**config.mk**
```make
export PLATFORM = sky130hd
export DESIGN_NAME = pong_color_pipe
export DESIGN_NICKNAME = d
export VERILOG_FILES = /design/src/rtl/pong_color_pipe.sv
export SDC_FILE = /design/constraint.sdc
export NUM_CORES = 1
export LEC_CHECK = 0
export BUFFER_PORTS_ARGS = -buffer_cell sky130_fd_sc_hd__buf_2
export CORE_ASPECT_RATIO = 0.8
export CORE_MARGIN = 2
export CORE_UTILIZATION = 54
export CTS_CLUSTER_SIZE = 14
export DETAILED_ROUTE_END_ITERATION = 10
export PLACE_DENSITY = 0.78
export SLEW_MARGIN = 10
export SYNTH_ARGS = -nofsm -noshare
export SYNTH_HDL_FRONTEND = slang
export SYNTH_SLANG_ARGS = --single-unit
```
**constraint.sdc**
```tcl
create_clock -name Clk -period 2.1 [get_ports Clk]
set_clock_uncertainty 0.05 [all_clocks]
set_input_delay 0.21 -clock Clk [delete_from_list [all_inputs] [get_ports Clk]]
set_output_delay 0.21 -clock Clk [all_outputs]
set_load 0.005 [all_outputs]
```
**src/rtl/pong_color_pipe.sv**
```systemverilog
// pong_color_pipe: priority-mapped RGB for NUM_OBJ rectangles, run-time palette, per-object hit flash; 2-cycle latency.
// No backpressure: accepts one pixel per cycle, never stalls.
module pong_color_pipe #(
  parameter int NUM_OBJ      = 4,
  parameter int COORD_W      = 10,
  parameter int COLOR_W      = 8,
  parameter int FLASH_FRAMES = 16
) (
  input  logic                         Clk,
  input  logic                         Reset,
  input  logic [COORD_W-1:0]           DrawX,
  input  logic [COORD_W-1:0]           DrawY,
  input  logic                         Pix_valid,
  input  logic                         Frame_start,
  input  logic [NUM_OBJ*COORD_W-1:0]   Obj_X,
  input  logic [NUM_OBJ*COORD_W-1:0]   Obj_Y,
  input  logic [NUM_OBJ*COORD_W-1:0]   Obj_HalfW,
  input  logic [NUM_OBJ*COORD_W-1:0]   Obj_HalfH,
  input  logic [NUM_OBJ-1:0]           Obj_en,
  input  logic [NUM_OBJ-1:0]           Hit,
  input  logic                         Pal_we,
  input  logic [$clog2(NUM_OBJ+1)-1:0] Pal_addr,
  input  logic [3*COLOR_W-1:0]         Pal_data,
  output logic [COLOR_W-1:0]           Red,
  output logic [COLOR_W-1:0]           Green,
  output logic [COLOR_W-1:0]           Blue,
  output logic                         Out_valid
);

  localparam int CW = COORD_W + 1;

  typedef struct packed {
    logic [COLOR_W-1:0] r;
    logic [COLOR_W-1:0] g;
    logic [COLOR_W-1:0] b;
  } rgb_t;

  // 8-bit reference colours are aligned to the channel MSB.
  function automatic logic [COLOR_W-1:0] scale8(input logic [7:0] v);
    logic [COLOR_W-1:0] r;
    int src;
    r = '0;
    for (int b = 0; b < COLOR_W; b++) begin
      src = b - (COLOR_W - 8);
      if (src >= 0 && src < 8) r[b] = v[src[2:0]];
    end
    return r;
  endfunction

  function automatic rgb_t pal_default(input int idx);
    rgb_t c;
    if (idx == 0)      c = '{r: scale8(8'h00), g: scale8(8'h00), b: scale8(8'h7F)};
    else if (idx == 1) c = '{r: scale8(8'hFF), g: scale8(8'h00), b: scale8(8'h00)};
    else               c = '{r: scale8(8'hFF), g: scale8(8'hFF), b: scale8(8'hFF)};
    return c;
  endfunction

  // Extra bit keeps c+h from truncating; the low bound clamps at zero.
  function automatic logic in_span(input logic [COORD_W-1:0] c,
                                   input logic [COORD_W-1:0] h,
                                   input logic [COORD_W-1:0] p);
    logic [CW-1:0] lo;
    logic [CW-1:0] hi;
    lo = (c < h) ? '0 : (CW'(c) - CW'(h));
    hi = CW'(c) + CW'(h);
    return (CW'(p) >= lo) && (CW'(p) <= hi);
  endfunction

  rgb_t               pal [NUM_OBJ+1];
  logic [7:0]         flash_cnt [NUM_OBJ];
  logic [NUM_OBJ-1:0] hit_d;
  logic [NUM_OBJ-1:0] flash_d;
  logic [NUM_OBJ-1:0] hit_q;
  logic [NUM_OBJ-1:0] flash_q;
  logic               v1;
  rgb_t               col;

  always_comb begin
    hit_d   = '0;
    flash_d = '0;
    for (int i = 0; i < NUM_OBJ; i++) begin
      hit_d[i] = Obj_en[i]
              && in_span(Obj_X[i*COORD_W +: COORD_W], Obj_HalfW[i*COORD_W +: COORD_W], DrawX)
              && in_span(Obj_Y[i*COORD_W +: COORD_W], Obj_HalfH[i*COORD_W +: COORD_W], DrawY);
      flash_d[i] = (flash_cnt[i] != 8'd0);
    end
  end

  always_ff @(posedge Clk or negedge Reset) begin
    if (!Reset) begin
      for (int i = 0; i < NUM_OBJ; i++) flash_cnt[i] <= 8'd0;
    end else begin
      for (int i = 0; i < NUM_OBJ; i++) begin
        if (Hit[i])
          flash_cnt[i] <= 8'(FLASH_FRAMES);
        else if (Frame_start && flash_cnt[i] != 8'd0)
          flash_cnt[i] <= flash_cnt[i] - 8'd1;
      end
    end
  end

  always_ff @(posedge Clk or negedge Reset) begin
    if (!Reset) begin
      for (int j = 0; j <= NUM_OBJ; j++) pal[j] <= pal_default(j);
    end else if (Pal_we && (int'(Pal_addr) <= NUM_OBJ)) begin
      pal[Pal_addr] <= rgb_t'(Pal_data);
    end
  end

  always_ff @(posedge Clk or negedge Reset) begin
    if (!Reset) begin
      v1      <= 1'b0;
      hit_q   <= '0;
      flash_q <= '0;
    end else begin
      v1      <= Pix_valid;
      hit_q   <= hit_d;
      flash_q <= flash_d;
    end
  end

  // Lowest index wins; only an object colour can be inverted.
  always_comb begin
    logic found;
    logic inv;
    found = 1'b0;
    inv   = 1'b0;
    col   = pal[0];
    for (int i = 0; i < NUM_OBJ; i++) begin
      if (!found && hit_q[i]) begin
        found = 1'b1;
        col   = pal[i+1];
        inv   = flash_q[i];
      end
    end
    if (inv) col = ~col;
  end

  always_ff @(posedge Clk or negedge Reset) begin
    if (!Reset) begin
      Red       <= '0;
      Green     <= '0;
      Blue      <= '0;
      Out_valid <= 1'b0;
    end else begin
      Red       <= v1 ? col.r : '0;
      Green     <= v1 ? col.g : '0;
      Blue      <= v1 ? col.b : '0;
      Out_valid <= v1;
    end
  end

endmodule

```
* After elaboration in Yosys (flattened, before gate mapping) *
Index checks and enable logic that the tools add are counted.

storage, ports and cells
  register bits = 186
  input port bits = 220
  output and inout bits = 25
  logic and storage cells = 145

cells by class
  $add $sub $neg = 20
  magnitude comparators = 27
  multiplexer cells = 34
  bitwise gates (word level) = 2
  reduce and logical (&&, ||, !) cells = 36

operators by type and width
  kind                 count
  $mux 24              6
  $bwmux 120           1
  $add 10x10->11       8
  $ge 10x11->1         8
  $le 10x11->1         8
  $mux 11              8
  $mux 8               11
  $sub 10x10->11       8
  $lt 10x10->1         8
  $demux 24 s3         1
  $reduce_bool 8->1    4
  $sub 8x1->8 const B  4
  $logic_and 1x1->1    25
  $not 24->24          1
  $reduce_bool 2->1    4
  $mux 1               7
  $ge 4x4->1 const B   1
  $lt 4x1->1 const B   1
  $not 3->4            1
  $le 3x3->1 const B   1
  $logic_not 1->1      3

* Logic depth before layout (Yosys ltp) *
Gate-level depths: netlist (run 1).

  word-level depth = 13
  mapped depth = 19

* Worst setup path before layout (run 1) *
Ideal clock, no wire load.

  path kind = in2reg
  start point = input port Obj_HalfH[1]
  end point = register hit_q[0]
  arrival = 3.393 ns
  data required time = 1.920 ns
  path slack = -1.473 ns
  cell stages on the path = 18
  buffers on the path = 1
  path through = inv_1 > ha_1 > nor2b_1 > o21a_1 > a311oi_1 > o2bb2ai_1 > o21ai_1 > a21o_1 > clkbuf_1 > and2_1 > ha_1 > nand2b_1 > a21o_1 > a21oi_1 > o21ai_0 > a2111oi_0 > o21ai_0 > nor4bb_1

between the ends
  word-level cells in the longest chain between the ends = 5

RTL lines
  what                                            RTL line  text
  start: declaration                              18        input logic [NUM_OBJ*COORD_W-1:0] Obj_HalfH,
  $sub 10x10->11 or $lt 10x10->1 (tied branches)  64        lo = (c < h) ? '0 : (CW'(c) - CW'(h));
  $mux 11                                         64
  $ge 10x11->1                                    66        return (CW'(p) >= lo) && (CW'(p) <= hi);
  $logic_and 1x1->1 (*)                           66
  $logic_and 1x1->1 (*)                           84        && in_span(Obj_Y[i*COORD_W +: COORD_W], Obj_HalfH[i*COORD_W +: COORD_W], DrawY);
  named net hit_d[0]                              71        logic [NUM_OBJ-1:0] hit_d;
  end signal: assignment                          117       hit_q <= hit_d;
  end: declaration                                73        logic [NUM_OBJ-1:0] hit_q;

Mark *: on every way through the listed nets, which the timed path passes. The rest lies on a longest branch.
A chain may end at the register's enable or synchronous reset.

* Worst setup path after layout (run 1) *
  start point = input port Obj_HalfW[21]
  end point = register hit_q[2]

between the ends
  word-level cells in the longest chain between the ends = 6

RTL lines
  what                                            RTL line  text
  start: declaration                              17        input logic [NUM_OBJ*COORD_W-1:0] Obj_HalfW,
  $sub 10x10->11 or $lt 10x10->1 (tied branches)  64
  $mux 11                                         64
  $ge 10x11->1                                    66
  $logic_and 1x1->1 (*)                           66
  $logic_and 1x1->1 (*)                           83        && in_span(Obj_X[i*COORD_W +: COORD_W], Obj_HalfW[i*COORD_W +: COORD_W], DrawX)
  $logic_and 1x1->1 (*)                           84
  named net hit_d[2]                              71

Marked as above.

==> results of run 1 <==
[through the flow]
step / setup slack, ns / cells / TNS, ns / cell area (um2)
floorplan: -1.02 / 2080 / -3.81 / 19100
global placement: -1.39 / 3183 / -5.45 / 24400
detailed placement: -1.52 / 3183 / -5.92 / 24400
CTS: -0.877 / 3239 / -3.39 / 25400
global route: -1.10 / 3260 / -5.17 / 25700
finish: -0.916 / 3262 / -4.04 / 25700
[what timing repair did]
item | CTS | global route
gates resized for setup | 50 | 63
endpoints found under the hold margin | 89 | 0
buffers inserted | 9 | 9
pin swaps | 43 | 56
hold buffers | 15 | 0
endpoints found under the setup margin | 15 | 18
[synth_stat cells (all sizes together), types with 39 or more instances]
cell / instances / area (um2)
a21oi: 127 / 636
clkbuf: 59 / 221
dfrtp: 99 / 2480
dfstp: 87 / 2290
ha: 328 / 4100
inv: 183 / 687
mux2: 120 / 1350
mux2i: 48 / 480
nand2: 152 / 581
nand3: 39 / 195
nor2: 140 / 526
o21ai: 122 / 614
xnor2: 102 / 893
xor2: 56 / 490
[state kept, by name (all words and copies together) (netlist names)]
name	count
flash_q	4
Out_valid	1
Red	8
flash_cnt	32
Blue	8
pal	120
Green	8
v1	1
hit_q	4
[worst max-delay path, cell delays in order]
cell	delay, ns
buf_2	0.14
inv_8	0.04
ha_4	0.21
nor2b_4	0.12
o31a_1	0.31
o311ai_4	0.31
a21oi_2	0.11
a31oi_2	0.24
nand2b_1	0.19
and2_4	0.20
ha_4	0.22
nand2b_4	0.13
a31oi_1	0.17
o21ai_1	0.11
a21oi_1	0.15
o21ai_1	0.10
a31o_2	0.21
o311a_1	0.12
[worst max path at each step]
stage                       start  endpoint  slack [ns]  depth (start not counted)
finish              Obj_HalfW[21]  hit_q[2]       -0.92                         18
floorplan                Obj_X[0]  hit_q[0]       -1.02                         17
detailed placement  Obj_HalfH[31]  hit_q[3]       -1.52                         18
CTS                 Obj_HalfW[11]  hit_q[1]       -0.88                         18
global route        Obj_HalfW[12]  hit_q[1]       -1.10                         17
global placement    Obj_HalfW[11]  hit_q[1]       -1.39                         18
[per-layer routing]
metal	share of wire (%)	routed length, um	global-route usage, %
met3	5.7	3300	4.41
met5	0.084	49	0
met4	3.8	2220	12.8
met1	42	24700	38.8
met2	48	27900	54.2
[logic make-up after synthesis]
family	synth area share (%)
adder cells (fa/ha/maj)	23.7
AND/OR/NAND/NOR	13.5
multiplexers	9.79
flip-flops	25.5
XOR/XNOR	7.40
AO/OA/AOI/OAI	14.9
buffers and inverters	5.30
[final cells by class]
cell class / count / area (um2) / share of cell area (%)
Clock inverter: 12 / 133 / 0.515
Clock buffer: 20 / 447 / 1.74
Antenna cell: 14 / 35.0 / 0.136
Inverter: 183 / 731 / 2.84
Tap cell: 465 / 582 / 2.26
Sequential cell: 186 / 4760 / 18.5
Multi-Input combinational cell: 1635 / 13700 / 53.2
Timing Repair Buffer: 747 / 5350 / 20.8
[power groups by stage]
| stage | clock network, mW | logic [mW] | registers (mW) |
|---|---|---|---|
| 6_report | 3.27 | 8.32 | 5.21 |
| 5_1_grt | 3.42 | 9.08 | 5.29 |
| 4_1_cts | 3.25 | 7.94 | 5.17 |
| 3_5_place_dp | 0 | 7.66 | 5.21 |
| 3_3_place_gp | 0 | 7.25 | 5.13 |
| 2_1_floorplan | 0 | 4.65 | 5.11 |
==> flow_metrics.env, run 1 <==
export IMPL_final_common_cell="buf_4"
export IMPL_insertion_delay_ns=0.45
export IMPL_drt_vias_per_instance=5.65
export IMPL_path_class="in -> reg"
export IMPL_io_pins=245
export IMPL_drt_iter0_drc=1406
export IMPL_fin_crit_ns=3.02
export IMPL_clkSinkCount=186
export IMPL_clk_path_buf_depth=2
export IMPL_power_frac_comb_pct=49.5
export IMPL_finalNetCount=3334
export IMPL_grt_pass1_wl_um=90600
export IMPL_status="complete, but fails checks"
export IMPL_setup_viol_count_final=14
export IMPL_ys_seq_elements=186
export IMPL_routedWlPerCell_um=17.8
export IMPL_seqPwrFrac_pct=31.0
export IMPL_cp_required_ns=2.38
export IMPL_slew_violations=0
export IMPL_clkPwrFrac_pct=19.4
export IMPL_drt_pass1_iter_count=5
export IMPL_portBuffers=244
export IMPL_crit_fanout=5
export IMPL_ys_types=72
export IMPL_post_route_period_util_pct=144
export IMPL_synthCells=2080
export IMPL_fmax_ghz=0.332
export IMPL_hp_class="in -> reg"
export IMPL_hold_end="pal[86]"
export IMPL_drc_errors=0
export IMPL_power_mw=16.8
export IMPL_layout_common_cells="buf_4 (468), ha_1 (316), buf_2 (234)"
export IMPL_ant_nets=0
export IMPL_start_kind="input port"
export IMPL_tightest_slew_ns=0.872
export IMPL_critPathCaptureType="flop"
export IMPL_synthesis_nets=2644
export IMPL_arrival_ns=3.30
export IMPL_r2r_start="flash_cnt[5]"
export IMPL_vdd_ir_drop_max_v=0.000719
export IMPL_track_usage_pct=31.1
export IMPL_p_leak_nw=12.6
export IMPL_internal_power_mw=10.6
export IMPL_die_y_um=170
export IMPL_antenna_found_initial=18
export IMPL_rsz0062_at_grt="true"
export IMPL_rr_worst_depth=7
export IMPL_numCtsBuffers=17
export IMPL_worstReg2RegEnd="flash_cnt[7]"
export IMPL_start_util_pct=55.2
export IMPL_violations="negative setup slack"
export IMPL_row_count=60
export IMPL_utilization_pct=76.0
export IMPL_async_flop_share_pct=100
export IMPL_cts_tree="built"
export IMPL_cts_root_buf="clkbuf_16"
export IMPL_fp_coreArea_um2=33900
export IMPL_drive_above_1_share_pct=39.8
export IMPL_hold_violations=0
export IMPL_grt_pass1_vias=19000
export IMPL_syn_to_final_growth_pct=37.6
export IMPL_whs_ns=0.0137
export IMPL_place_congestion=0.990
export IMPL_power_density_nw_per_um2=653
export IMPL_clk_pin_slew_ns=0.07
export IMPL_hold_depth=2
export IMPL_dieArea_um2=36200
export IMPL_ys_warn_count=0
export IMPL_hp_start="Pal_data[14]"
export IMPL_final_setup_worst_slack_ns=-0.916
export IMPL_vias=18400
export IMPL_slew_headroom_pct=41.9
export IMPL_synth_edff_count=0
export IMPL_dominantRegCellSynth="dfrtp_1"
export IMPL_switching_share_pct=36.9
export IMPL_seq_area_frac_synth_pct=25.5
export IMPL_avgSynthCellArea_um2=8.99
export IMPL_dpl_hpwl_um=43300
export IMPL_fillerInstances=2234
export IMPL_wirelength_um=58100
export IMPL_cap_violations=0
export IMPL_grt_max_degree=56
export IMPL_syn_area_um2=18700
export IMPL_die_w_um=212
export IMPL_htreeDepth=4
export IMPL_timing_reg2reg_setup_slack_ns=-0.13
export IMPL_grt_overflow=0
export IMPL_p_sw_mw=6.20
No activity file was read; power rests on OpenSTA's default activity.
==> run 2, diff against run 1 <==
CORE_UTILIZATION = 60   (was 54)
PLACE_DENSITY = 0.82   (was 0.78)
clock period = 3.25 ns   (was 2.1 ns; I/O delays follow)
==> run 2 against run 1 <==
Sequential cell count unchanged. First-iteration DRC count decreased by 24%. Hold slack improved by 0.086 ns. Setup slack improved by 0.92 ns. Combinational power decreased by 42%. Critical endpoint is now hit_q[1]. Routed wire length decreased by 8.8%. Clock power decreased by 37%. The flow now finishes without violations. Critical path depth unchanged. Count of clock-buffer cells in the layout decreased by 3.
==> flow_metrics.env, run 2 (synthesized netlist as in run 1, its figures left out) <==
export IMPL_ant_nets=0
export IMPL_arrival_ns=3.54
export IMPL_drive_above_1_share_pct=34.2
export IMPL_rsz0062_at_grt="true"
export IMPL_vias=17300
export IMPL_status="complete, no violations"
export IMPL_place_congestion=0.914
export IMPL_dp_cells=2945
export IMPL_insertion_delay_ns=0.44
export IMPL_cap_violations=0
export IMPL_fp_coreArea_um2=30500
export IMPL_critPathCaptureType="flop"
export IMPL_fmax_ghz=0.308
export IMPL_switching_share_pct=37.3
export IMPL_post_route_period_util_pct=99.8
export IMPL_finalNetCount=3128
export IMPL_syn_to_final_growth_pct=25.9
export IMPL_crit_fanout=4
export IMPL_tns_ns=0
export IMPL_row_count=57
export IMPL_start_util_pct=61.3
export IMPL_internal_power_mw=6.41
export IMPL_die_w_um=201
export IMPL_vdd_ir_drop_max_v=0.000366
export IMPL_max_flop_register="pal"
export IMPL_hold_violations=0
export IMPL_tightest_slew_ns=1.00
export IMPL_cp_required_ns=3.55
export IMPL_clk_path_buf_depth=2
export IMPL_hold_depth=2
export IMPL_routedWlPerCell_um=17.7
export IMPL_drt_pass1_iter_count=6
export IMPL_seqPwrFrac_pct=32.8
export IMPL_hp_start="Hit[3]"
export IMPL_grt_pass1_vias=17600
export IMPL_worstReg2RegEnd="Green[4]"
export IMPL_timing_reg2reg_setup_slack_ns=0.77
export IMPL_cts_tree="built"
export IMPL_rr_worst_depth=8
export IMPL_grt_max_degree=68
export IMPL_wirelength_um=53000
export IMPL_htreeDepth=4
export IMPL_slew_headroom_pct=33.2
export IMPL_drt_vias_per_instance=5.78
export IMPL_power_frac_comb_pct=47.0
export IMPL_layout_cells_non_filler=2994
export IMPL_start_kind="input port"
export IMPL_portBuffers=244
export IMPL_drt_iter0_drc=1073
export IMPL_cts_root_buf="clkbuf_16"
export IMPL_dieArea_um2=32600
export IMPL_layout_common_cells="ha_1 (320), buf_4 (292), buf_2 (240)"
export IMPL_dpl_hpwl_um=40300
export IMPL_final_common_cell="ha_1"
export IMPL_numCtsBuffers=17
export IMPL_hold_end="flash_cnt[6]"
export IMPL_grt_pass1_wl_um=84900
export IMPL_track_usage_pct=31.8
export IMPL_clkPwrFrac_pct=20.1
export IMPL_drc_errors=0
export IMPL_path_class="in -> reg"
export IMPL_antenna_found_initial=4
export IMPL_clkSinkCount=186
export IMPL_fin_crit_ns=3.24
export IMPL_clk_pin_slew_ns=0.08
export IMPL_r2r_start="hit_q[0]"
export IMPL_slew_violations=0
export IMPL_setup_viol_count_final=0
export IMPL_largestRegisters="pal (120), flash_cnt (32)"
export IMPL_io_pins=245
export IMPL_die_y_um=162
export IMPL_grt_overflow=0
export IMPL_hp_class="in -> reg"
export IMPL_p_sw_mw=3.81
export IMPL_p_leak_nw=11.5
export IMPL_largest_register_ffs=120
export IMPL_power_density_nw_per_um2=434
run 2: cell count changes in the layout (fill, tap and decap cells not counted), sizes merged:
cell / previous run / this run
clkbuf: 20 / 17
clkinvlp: 3 / 4
bufinv: 1 / 0
dlygate4sd3: 15 / 2
diode: 14 / 4
buf: 732 / 539
inv: 187 / 190
run 2: final cells by class:
class	count	area (um2)
Antenna cell	4	10.0
Clock buffer	17	425
Clock inverter	15	159
Fill cell	2096	6980
Inverter	183	692
Multi-Input combinational cell	1635	13500
Sequential cell	186	4760
Tap cell	413	517
Timing Repair Buffer	541	3510
run 2: how the worst max path moves through the flow:
stage / start / end / slack (ns) / cells past startpoint
after CTS: Obj_HalfW[11] / hit_q[1] / -0.03 / 18
after global placement: Obj_HalfW[11] / hit_q[1] / -0.66 / 18
final: Obj_HalfW[11] / hit_q[1] / 0.008 / 18
after detailed placement: Obj_HalfW[11] / hit_q[1] / -0.78 / 18
after global routing: Obj_HalfH[10] / hit_q[1] / -0.16 / 18
after floorplan: Obj_HalfH[4] / hit_q[0] / -0.03 / 18
run 2: stage by stage:
| step | hold slack [ns] | power [mW] | worst slack (ns) | area (um2) | util, % |
|---|---|---|---|---|---|
| final | 0.0992 | 10.2 | 0.00754 | 23500 | 77.1 |
| after global routing | 0.0835 | 10.9 | -0.159 | 23500 | 77.1 |
| after CTS | 0.0801 | 10.1 | -0.0308 | 23100 | 75.8 |
| after detailed placement | 0.303 | 7.91 | -0.784 | 22400 | 73.5 |
| after global placement | 0.297 | 7.63 | -0.660 | 22400 | 73.5 |
| after floorplan | -0.0206 | 6.26 | -0.0277 | 18900 | - |
run 2: power by group through the flow:
stage / combinational, mW / sequential (mW) / clock, mW
6_report: 4.81 / 3.36 / 2.06
5_1_grt: 5.29 / 3.41 / 2.18
4_1_cts: 4.63 / 3.35 / 2.08
3_5_place_dp: 4.54 / 3.37 / 0
3_3_place_gp: 4.31 / 3.32 / 0
2_1_floorplan: 2.96 / 3.30 / 0
run 2: critical path, cell delays in order:
cell and delay (ns):
buf_2 0.11, inv_2 0.07, ha_4 0.19, nor2b_4 0.13, o2111ai_2 0.18, nand4b_1 0.20, a211oi_2 0.37, o31ai_2 0.10
a21o_1 0.24, and2_1 0.16, ha_1 0.26, nand2b_1 0.09, a31oi_1 0.08, o21ai_1 0.17, a2111oi_2 0.10, o21ai_2 0.25
nand4_1 0.23, a311oi_2 0.27
run 2: timing repair:
item,4_1_cts,5_1_grt
endpoints found under the setup margin,4,4
setup buffers,2,10
endpoints found under the hold margin,27,0
hold buffers,2,0
pin swaps,17,69
gates resized for setup,17,78
run 2: metal layers:
| metal | wire length (um) | share of wire [%] | vias to the layer above | track usage (%) |
|---|---|---|---|---|
| met1 | 23500 | 44 | 8399 | 41.4 |
| met4 | 1150 | 2.2 | 0 | 9.43 |
| met2 | 25700 | 48 | 593 | 55.6 |
| li1 | - | - | 8229 | - |
| met3 | 2740 | 5.2 | 99 | 3.87 |
| met5 | 0 | 0 | - | 0 |
